$ cat config.mk
export PLATFORM = sky130hd
export DESIGN_NAME = uart_rx_fifo
export DESIGN_NICKNAME = d
export VERILOG_FILES = /design/src/rtl/uart_pkg.sv /design/src/rtl/uart_fifo_mem.sv /design/src/rtl/uart_rx_fifo.sv
export SDC_FILE = /design/constraint.sdc
export NUM_CORES = 1
export LEC_CHECK = 0
export ABC_AREA = 0
export BUFFER_PORTS_ARGS = -buffer_cell sky130_fd_sc_hd__buf_2
export CAP_MARGIN = 0
export CORE_MARGIN = 10
export CORE_UTILIZATION = 65
export CTS_BUF_LIST = sky130_fd_sc_hd__clkbuf_16
export CTS_CLUSTER_SIZE = 25
export DETAILED_ROUTE_END_ITERATION = 10
export HOLD_SLACK_MARGIN = 0.03
export PLACE_DENSITY = 0.93
export RECOVER_POWER = 50
export SYNTH_ARGS = -nofsm -noshare
export SYNTH_HDL_FRONTEND = slang
export SYNTH_SLANG_ARGS = --single-unit
$ cat constraint.sdc
create_clock -name clk -period 5.2 [get_ports clk]
set_clock_uncertainty 0.05 [all_clocks]
set_input_delay 1.04 -clock clk [delete_from_list [all_inputs] [get_ports clk]]
set_output_delay 1.04 -clock clk [all_outputs]
set_load 0.02 [all_outputs]
$ cat src/rtl/uart_pkg.sv
// ---------------------------------------------------------------------------
// uart_pkg
// Shared constants for the UART receive path: default byte width, default
// receive FIFO depth and the pointer-width helper (index bits plus one wrap
// bit) used by the FIFO pointer logic.
// ---------------------------------------------------------------------------
package uart_pkg;

    localparam int UART_D_W   = 8;
    localparam int UART_DEPTH = 16;

    // Pointer width for a FIFO of the given depth: index bits plus wrap bit.
    function automatic int uart_ptr_w(input int depth);
        return $clog2(depth) + 1;
    endfunction

    localparam int UART_PTR_W = uart_ptr_w(UART_DEPTH);

endpackage

$ cat src/rtl/uart_fifo_mem.sv
// ---------------------------------------------------------------------------
// uart_fifo_mem
// Storage array for the UART receive FIFO. One synchronous write port and
// one asynchronous (combinational) read port; the array has no reset.
//
// Ports
//   clk      : write clock
//   i_we     : write enable
//   i_waddr  : write index
//   i_wdata  : write data
//   i_raddr  : read index
//   o_rdata  : data at i_raddr, available in the same cycle
// ---------------------------------------------------------------------------
module uart_fifo_mem #(
    parameter int D_W   = 8,
    parameter int DEPTH = 16,
    parameter int AW    = 4
) (
    input  logic           clk,
    input  logic           i_we,
    input  logic [AW-1:0]  i_waddr,
    input  logic [D_W-1:0] i_wdata,
    input  logic [AW-1:0]  i_raddr,
    output logic [D_W-1:0] o_rdata
);

    logic [D_W-1:0] r_mem [DEPTH];

    // Synchronous write port.
    always_ff @(posedge clk) begin
        if (i_we) begin
            r_mem[i_waddr] <= i_wdata;
        end
    end

    // Asynchronous read gives the FIFO its zero-latency show-ahead head.
    assign o_rdata = r_mem[i_raddr];

endmodule

$ cat src/rtl/uart_rx_fifo.sv
// ---------------------------------------------------------------------------
// uart_rx_fifo
// Show-ahead receive FIFO between a UART receiver and its consumer. Bytes
// arriving while the FIFO is full (and not being drained in the same cycle)
// are dropped and flagged through a sticky overrun bit.
//
// Ports
//   clk         : clock, rising edge
//   reset       : asynchronous active-low reset
//   wr_en       : one-cycle write strobe from the receiver
//   wr_data     : received byte
//   rd_data     : head entry, valid while rd_valid=1
//   rd_valid    : FIFO not empty
//   rd_ready    : consumer accepts head entry
//   level       : occupancy, 0..DEPTH
//   full        : level == DEPTH
//   almost_full : level >= AF_LVL
//   overrun     : sticky, set when a byte is dropped
//   clr_ovr     : synchronous clear of overrun (a same-cycle drop wins)
// ---------------------------------------------------------------------------
module uart_rx_fifo
    import uart_pkg::*;
#(
    parameter int D_W    = UART_D_W,
    parameter int DEPTH  = UART_DEPTH,
    parameter int AF_LVL = 12
) (
    input  logic                   clk,
    input  logic                   reset,
    input  logic                   wr_en,
    input  logic [D_W-1:0]         wr_data,
    output logic [D_W-1:0]         rd_data,
    output logic                   rd_valid,
    input  logic                   rd_ready,
    output logic [$clog2(DEPTH):0] level,
    output logic                   full,
    output logic                   almost_full,
    output logic                   overrun,
    input  logic                   clr_ovr
);

    localparam int AW = $clog2(DEPTH);
    localparam int PW = uart_ptr_w(DEPTH);

    localparam logic [PW-1:0] PTR_ONE   = {{(PW-1){1'b0}}, 1'b1};
    localparam logic [PW-1:0] LVL_FULL  = PW'(DEPTH);
    localparam logic [PW-1:0] LVL_AFULL = PW'(AF_LVL);

    logic [PW-1:0] r_wptr;
    logic [PW-1:0] r_rptr;
    logic [PW-1:0] r_level;
    logic          r_full;
    logic          r_afull;
    logic          r_valid;
    logic          r_ovr;

    logic          w_empty;
    logic          w_full;
    logic          w_pop;
    logic          w_push;
    logic          w_ovr_evt;
    logic [PW-1:0] w_wptr_nxt;
    logic [PW-1:0] w_rptr_nxt;
    logic [PW-1:0] w_level_nxt;
    logic          w_ovr_nxt;

    // Pointer comparisons: equal means empty; same index with opposite wrap bit means full.
    assign w_empty = (r_wptr == r_rptr);
    assign w_full  = (r_wptr[AW-1:0] == r_rptr[AW-1:0]) && (r_wptr[AW] != r_rptr[AW]);

    // Handshake decode; a pop frees a slot so a full FIFO can still take a byte that cycle.
    assign w_pop     = !w_empty && rd_ready;
    assign w_push    = wr_en && (!w_full || w_pop);
    assign w_ovr_evt = wr_en && w_full && !w_pop;

    // Next pointers, occupancy and overrun state.
    always_comb begin
        w_wptr_nxt  = r_wptr;
        w_rptr_nxt  = r_rptr;
        w_ovr_nxt   = r_ovr;
        if (w_push) begin
            w_wptr_nxt = r_wptr + PTR_ONE;
        end else begin
            w_wptr_nxt = r_wptr;
        end
        if (w_pop) begin
            w_rptr_nxt = r_rptr + PTR_ONE;
        end else begin
            w_rptr_nxt = r_rptr;
        end
        // Modular difference of the wrap-extended pointers is the occupancy.
        w_level_nxt = w_wptr_nxt - w_rptr_nxt;
        if (w_ovr_evt) begin
            w_ovr_nxt = 1'b1;
        end else if (clr_ovr) begin
            w_ovr_nxt = 1'b0;
        end else begin
            w_ovr_nxt = r_ovr;
        end
    end

    // State and registered status flags, all derived from the next pointers.
    always_ff @(posedge clk or negedge reset) begin
        if (!reset) begin
            r_wptr  <= {PW{1'b0}};
            r_rptr  <= {PW{1'b0}};
            r_level <= {PW{1'b0}};
            r_full  <= 1'b0;
            r_afull <= 1'b0;
            r_valid <= 1'b0;
            r_ovr   <= 1'b0;
        end else begin
            r_wptr  <= w_wptr_nxt;
            r_rptr  <= w_rptr_nxt;
            r_level <= w_level_nxt;
            r_full  <= (w_level_nxt == LVL_FULL);
            r_afull <= (w_level_nxt >= LVL_AFULL);
            r_valid <= (w_level_nxt != {PW{1'b0}});
            r_ovr   <= w_ovr_nxt;
        end
    end

    uart_fifo_mem #(
        .D_W   (D_W),
        .DEPTH (DEPTH),
        .AW    (AW)
    ) u_mem (
        .clk     (clk),
        .i_we    (w_push),
        .i_waddr (r_wptr[AW-1:0]),
        .i_wdata (wr_data),
        .i_raddr (r_rptr[AW-1:0]),
        .o_rdata (rd_data)
    );

    assign rd_valid    = r_valid;
    assign level       = r_level;
    assign full        = r_full;
    assign almost_full = r_afull;
    assign overrun     = r_ovr;

endmodule

==> results of run 1 <==
worst max-delay path: stages (launching register included):
cell and delay, ps:
dfrtp_1 950, xor2_1 230, nor4_4 470, nand2_1 170, nand2_1 170, xnor2_1 160
ha_1 180, inv_1 60, fa_1 410, a21o_1 200, a21oi_1 220, xor2_1 250
xnor2_2 170, nand2_1 90
synthesized netlist by cell type:
cell / number / area share, %
nor2_1: 13 / 0.81
nor2b_1: 8 / 0.83
fa_1: 1 / 0.33
mux4_2: 32 / 12
clkbuf_1: 6 / 0.37
nand4_1: 2 / 0.21
a21boi_4: 1 / 0.31
or3_1: 2 / 0.21
and3_1: 2 / 0.21
and4_1: 1 / 0.15
xor2_1: 7 / 1.0
buf_4: 1 / 0.12
inv_1: 10 / 0.62
dfrtp_1: 19 / 7.9
xnor2_2: 1 / 0.27
a21o_1: 2 / 0.25
nand2b_1: 3 / 0.31
buf_6: 3 / 0.56
nor4_4: 1 / 0.35
nand2_1: 13 / 0.81
and4_4: 1 / 0.19
nor3_1: 5 / 0.42
xnor2_1: 9 / 1.3
a21oi_1: 10 / 0.83
a211oi_1: 8 / 1.0
nand3_1: 4 / 0.33
xor2_2: 1 / 0.27
ha_1: 9 / 1.9
buf_1: 2 / 0.12
buf_2: 4 / 0.33
edfxtp_1: 128 / 64
o21ai_0: 3 / 0.25
mux2i_1: 9 / 1.5
where the power goes:
part / switching, W / internal (W)
Sequential: 0.000161 / 0.00147
Combinational: 0.000877 / 0.000634
Clock: 0.000505 / 0.000622
path summary, 6_finish.rpt:
check	from	to	slack, ps
max in group asynchronous	reset	r_rptr[0]	3760
min in group asynchronous	reset	async pin	700
worst max register to register	r_rptr[3]	rd_valid	1280
worst max-delay path	r_rptr[3]	rd_valid	1280
worst min-delay path	r_wptr[4]	r_wptr[4]	480
worst min register to register	r_wptr[4]	r_wptr[4]	480
state kept, by name, indices dropped and copies added (netlist names), named ones only:
name / count
r_rptr: 5
almost_full: 1
level: 5
overrun: 1
u_mem.r_mem: 128
rd_valid: 1
r_wptr: 3
full: 1
per-stage QoR:
stage / utilization [%] / instance area [um2]
after floorplan: - / 6010
after global placement: 68.6 / 6250
after detailed placement: 68.6 / 6250
after CTS: 74.7 / 6800
after global routing: 74.5 / 6790
final: 74.5 / 6790
kinds of logic after synthesis:
group | Yosys count | share of synthesized area, %
fa+ha+maj | 10 | 2.21
buf+inv | 26 | 2.14
flops | 147 | 71.8
simple gates | 55 | 4.83
mux | 41 | 13.5
xor+xnor | 18 | 2.87
compound gates | 24 | 2.64
routing by layer:
| layer | GRT usage (%) | routed length (um) |
|---|---|---|
| met5 | 0 | 0 |
| met4 | 9.84 | 321 |
| met3 | 4.06 | 732 |
| met2 | 29.6 | 5960 |
| met1 | 24.8 | 4850 |
area by class of cell:
class / count / area (um2) / share of cell area (%)
well taps: 111 / 139 / 2.05
flip-flops and latches: 147 / 4320 / 63.7
repair buffers: 36 / 176 / 2.60
inverters: 10 / 37.5 / 0.553
clock inverters: 15 / 123 / 1.81
multi-input cells: 148 / 1570 / 23.1
clock buffers: 17 / 425 / 6.27
==> impl_metrics.tcl, run 1 <==
set metrics [dict create \
    wire_per_inst_um 24.5 \
    critPathKind "reg -> reg" \
    grtUsageTotal_pct 19.0 \
    fin_setup_tns_ps 0 \
    critPathMaxFanout 20 \
    synth_cell_type_count 33 \
    ant_nets 0 \
    tightest_slew_ps 959 \
    num_rows 35 \
    syn_area_um2 6010 \
    static-leakage-power_nw 2.34 \
    worstPathRequired_ps 5440 \
    cts-htree-levels 4 \
    worstPathArrival_ps 4170 \
    diodes 0 \
    whs_path_depth 1 \
    boundaryPins 30 \
    path_clk_slew_ps 60 \
    yosysSeqAreaShare_pct 71.8 \
    cts_tree "done" \
    layout.nets 383 \
    antenna_found_initial 0 \
    cts_buffer_depth 2 \
    worst_slack_ps 1280 \
    numCtsBuffers 17 \
    dp_cells 451 \
    dieArea_um2 13500 \
    finalHoldViolCount 0 \
    status "completed" \
    total_power_w 0.00426 \
    hold_path.class "reg -> reg" \
    cts-root-buf "clkbuf_16" \
    gp_congestion 0.822 \
    syn2layout_area_growth_pct 12.9 \
    grt_pass1_vias 3252 \
    finalNonFillerCells 484 \
    hold_ws_ps 477 \
    fmax_mhz 255 \
    cts-resized-gates 0 \
    cp-start-kind "register" \
    final_cell_mix "128 x edfxtp_1, 32 x mux4_2, 18 x dfrtp_1" \
    portBuffers 29 \
    grt.overflow.total 0 \
    rsz0062_at_grt "no" \
    fillers 484 \
    min_period_over_period_pct 75.5 \
    routed_wl_mm 11.9 \
    powerDensity_nw_per_um2 628 \
    drc_errors 0 \
    vias_per_cell 6.34 \
    first_pass_iters 5 \
    core_area_um2 9110 \
    setup_viol 0 \
    drt-initial-drc-count 308 \
    end_kind "register" \
    fp.dieW_um 116 \
    start_util_pct 66.0 \
    cts_setup_buffers 0 \
    insertion_delay_ps 420 \
    cts_num_sinks 147 \
    syn_area_per_cell_um2 18.7 \
    place_ws_ps 1440 \
    die_h_um 116 \
    drive_gt1_share_pct 23.3 \
    final_common_cell "edfxtp_1" \
    r2r_cells 13 \
    grt_max_degree 37 \
    holdBufCountCts 0 \
    ys_warn_count 0 \
    synth_seq_cells 147 \
    synth_cells 321 \
    synth.net_count 344 \
    maxSlewHeadroom_pct 36.1 \
    vias 3067 \
    maxCapViolCount 0 \
    fin_crit_ps 3920 \
    finalMaxSlewViolations 0 \
    grt_pass1_wl_mm 18.7 \
    max-vdd-ir-drop_mv 0.316 \
    place_hpwl_mm 7.00 \
]
No activity file was read; power rests on OpenSTA's default activity.
==> run 2: changes to the inputs <==
--- a/config.mk
+++ b/config.mk
@@ -9,12 +9,12 @@
 export BUFFER_PORTS_ARGS = -buffer_cell sky130_fd_sc_hd__buf_2
 export CAP_MARGIN = 0
 export CORE_MARGIN = 10
-export CORE_UTILIZATION = 65
+export CORE_UTILIZATION = 55
 export CTS_BUF_LIST = sky130_fd_sc_hd__clkbuf_16
 export CTS_CLUSTER_SIZE = 25
 export DETAILED_ROUTE_END_ITERATION = 10
 export HOLD_SLACK_MARGIN = 0.03
-export PLACE_DENSITY = 0.93
+export PLACE_DENSITY = 0.85
 export RECOVER_POWER = 50
 export SYNTH_ARGS = -nofsm -noshare
 export SYNTH_HDL_FRONTEND = slang
==> constraint.sdc (replaced) <==
create_clock -name clk -period 3.35 [get_ports clk]
set_clock_uncertainty 0.05 [all_clocks]
set_input_delay 0.67 -clock clk [delete_from_list [all_inputs] [get_ports clk]]
set_output_delay 0.67 -clock clk [all_outputs]
set_load 0.02 [all_outputs]
==> run 2 against run 1 <==
- critical path type is now reg -> out
- flip-flop and latch count did not move
- clock power grew 62%
- critical endpoint is now rd_data[2]
- utilization shrank 10 points
- die area increased by 15%
- hold slack worse by 91 ps
- via count shrank 1.3%
==> impl_metrics.tcl, run 2 (same netlist as run 1, synthesis figures left out) <==
set metrics [dict create \
    status "completed" \
    cp_slowest_cell "mux4_2" \
    cts-root-buf "clkbuf_16" \
    fmax_mhz 310 \
    drc_errors 0 \
    grt_pass1_wl_mm 19.0 \
    worstPathRequired_ps 2630 \
    static-leakage-power_nw 2.40 \
    routed_wl_mm 11.7 \
    num_rows 38 \
    worst_slack_ps 124 \
    tightest_slew_ps 1080 \
    worstPathArrival_ps 2510 \
    max-vdd-ir-drop_mv 0.558 \
    first_pass_iters 4 \
    drive_gt1_share_pct 24.7 \
    finalNonFillerCells 517 \
    cts_tree "done" \
    cp-start-kind "register" \
    syn2layout_area_growth_pct 14.9 \
    grtUsageTotal_pct 15.8 \
    dp_cells 485 \
    dieArea_um2 15500 \
    holdBufCountCts 0 \
    start_util_pct 55.7 \
    cts_buffer_depth 2 \
    place_ws_ps 169 \
    largest_reg_flops 128 \
    rsz0062_at_grt "no" \
    grt_max_degree 36 \
    fillers 670 \
    insertion_delay_ps 410 \
    r2r_start "r_rptr[0]" \
    seq_area_um2 4320 \
    fin_area_um2 6910 \
    path_clk_slew_ps 60 \
    wire_per_inst_um 22.6 \
    total_power_w 0.00679 \
    portBuffers 29 \
    diodes 0 \
    multi_input_area_um2 1580 \
    cts-htree-levels 4 \
    maxSlewHeadroom_pct 28.3 \
    vias 3028 \
    drt-initial-drc-count 201 \
    place_hpwl_mm 6.90 \
    gp_congestion 0.851 \
    max_stage_delay_ps 570 \
    finalHoldViolCount 0 \
    numCtsBuffers 17 \
    ant_nets 0 \
    powerDensity_nw_per_um2 983 \
    startpoint "r_rptr[0]" \
    crit_buf_inv 2 \
    fin_setup_tns_ps 0 \
    fin_crit_ps 3230 \
    core_area_um2 10800 \
    fp.dieW_um 125 \
    grt.overflow.total 0 \
    cts_num_sinks 147 \
    finalMaxSlewViolations 0 \
    grt_pass1_vias 3283 \
    critical-path-top-delay-family "multiplexers" \
    boundaryPins 30 \
    min_period_over_period_pct 96.3 \
    hold_path.class "in -> async" \
    vias_per_cell 5.86 \
    top_register "u_mem.r_mem" \
    layout.nets 389 \
    critPathMaxFanout 35 \
    maxCapViolCount 0 \
    setup_viol 0 \
    final_cell_mix "128 x edfxtp_1, 32 x mux4_2, 17 x dfrtp_1, 17 x clkbuf_16, 16 x clkbuf_1" \
    critPathKind "reg -> out" \
    path_cells "buf_8, mux4_2, nor2b_1, a211oi_1, a21oi_1, buf_2" \
    final_common_cell "edfxtp_1" \
    die_h_um 125 \
    antenna_found_initial 0 \
    placed_area_um2 6330 \
    end_kind "primary output" \
]
[run 2: cell count changes in the layout (fill, tap and decap cells not counted), sizes merged]
| cell | delta |
|---|---|
| bufinv | +3 |
| clkinv | +2 |
| clkbuf | -2 |
| inv | -6 |
| clkinvlp | -1 |
| buf | +8 |
[run 2: worst reg2reg max path: stages (launching register included)]
cell	delay, ps
dfrtp_2	440
xor2_2	200
nor4_4	380
nand2_1	160
nand2_1	160
xnor2_1	170
ha_1	190
inv_1	60
fa_1	400
a21o_1	220
a21oi_2	150
xor2_1	230
xnor2_2	160
nand2_1	90
[run 2: worst paths after layout]
path                          endpoint  slack, ps  cells after the start
setup / recovery            rd_data[2]        120                      6
hold / removal                level[0]        390                      1
setup reg to reg           almost_full        160                     13
hold reg to reg                overrun        480                      2
max in group asynchronous    r_wptr[0]       2140                      1
min in group clk               overrun        410                      2
[run 2: layer usage]
layer  wire (um)  global-route usage, %  part of all wire (%)
met1        4700                   19.8                    40
met2        6070                   25.5                    52
met3         658                   3.87                   5.6
met4         230                   7.06                   2.0
met5           0                      0                     0
[run 2: final cells by class]
cell class              instances  share of cell area, %
clock buffers                  17                   6.16
clock inverters                13                   2.08
flip-flops and latches        147                   62.5
multi-input cells             148                   22.8
well taps                     140                   2.53
repair buffers                 42                   3.33
inverters                      10                  0.543
[run 2: per-stage QoR]
step	utilization (%)	hold slack, ps
6_report	64.0	386
5_1_grt	64.0	401
4_1_cts	64.0	150
3_5_place_dp	58.6	475
3_3_place_gp	58.6	450
2_1_floorplan	-	324
[run 2: timing repair]
action / in CTS / in global routing
resized for setup: 2 / 3
pin swaps: 0 / 2
setup buffers: 0 / 2
endpoints found under the setup margin: 8 / 4
[run 2: power by group]
group          leakage (nW)  switching [W]  internal, W
Sequential             1.38       0.000117      0.00228
Clock                 0.278       0.000686      0.00115
Combinational         0.743        0.00151      0.00105
Total                  2.40        0.00232      0.00448
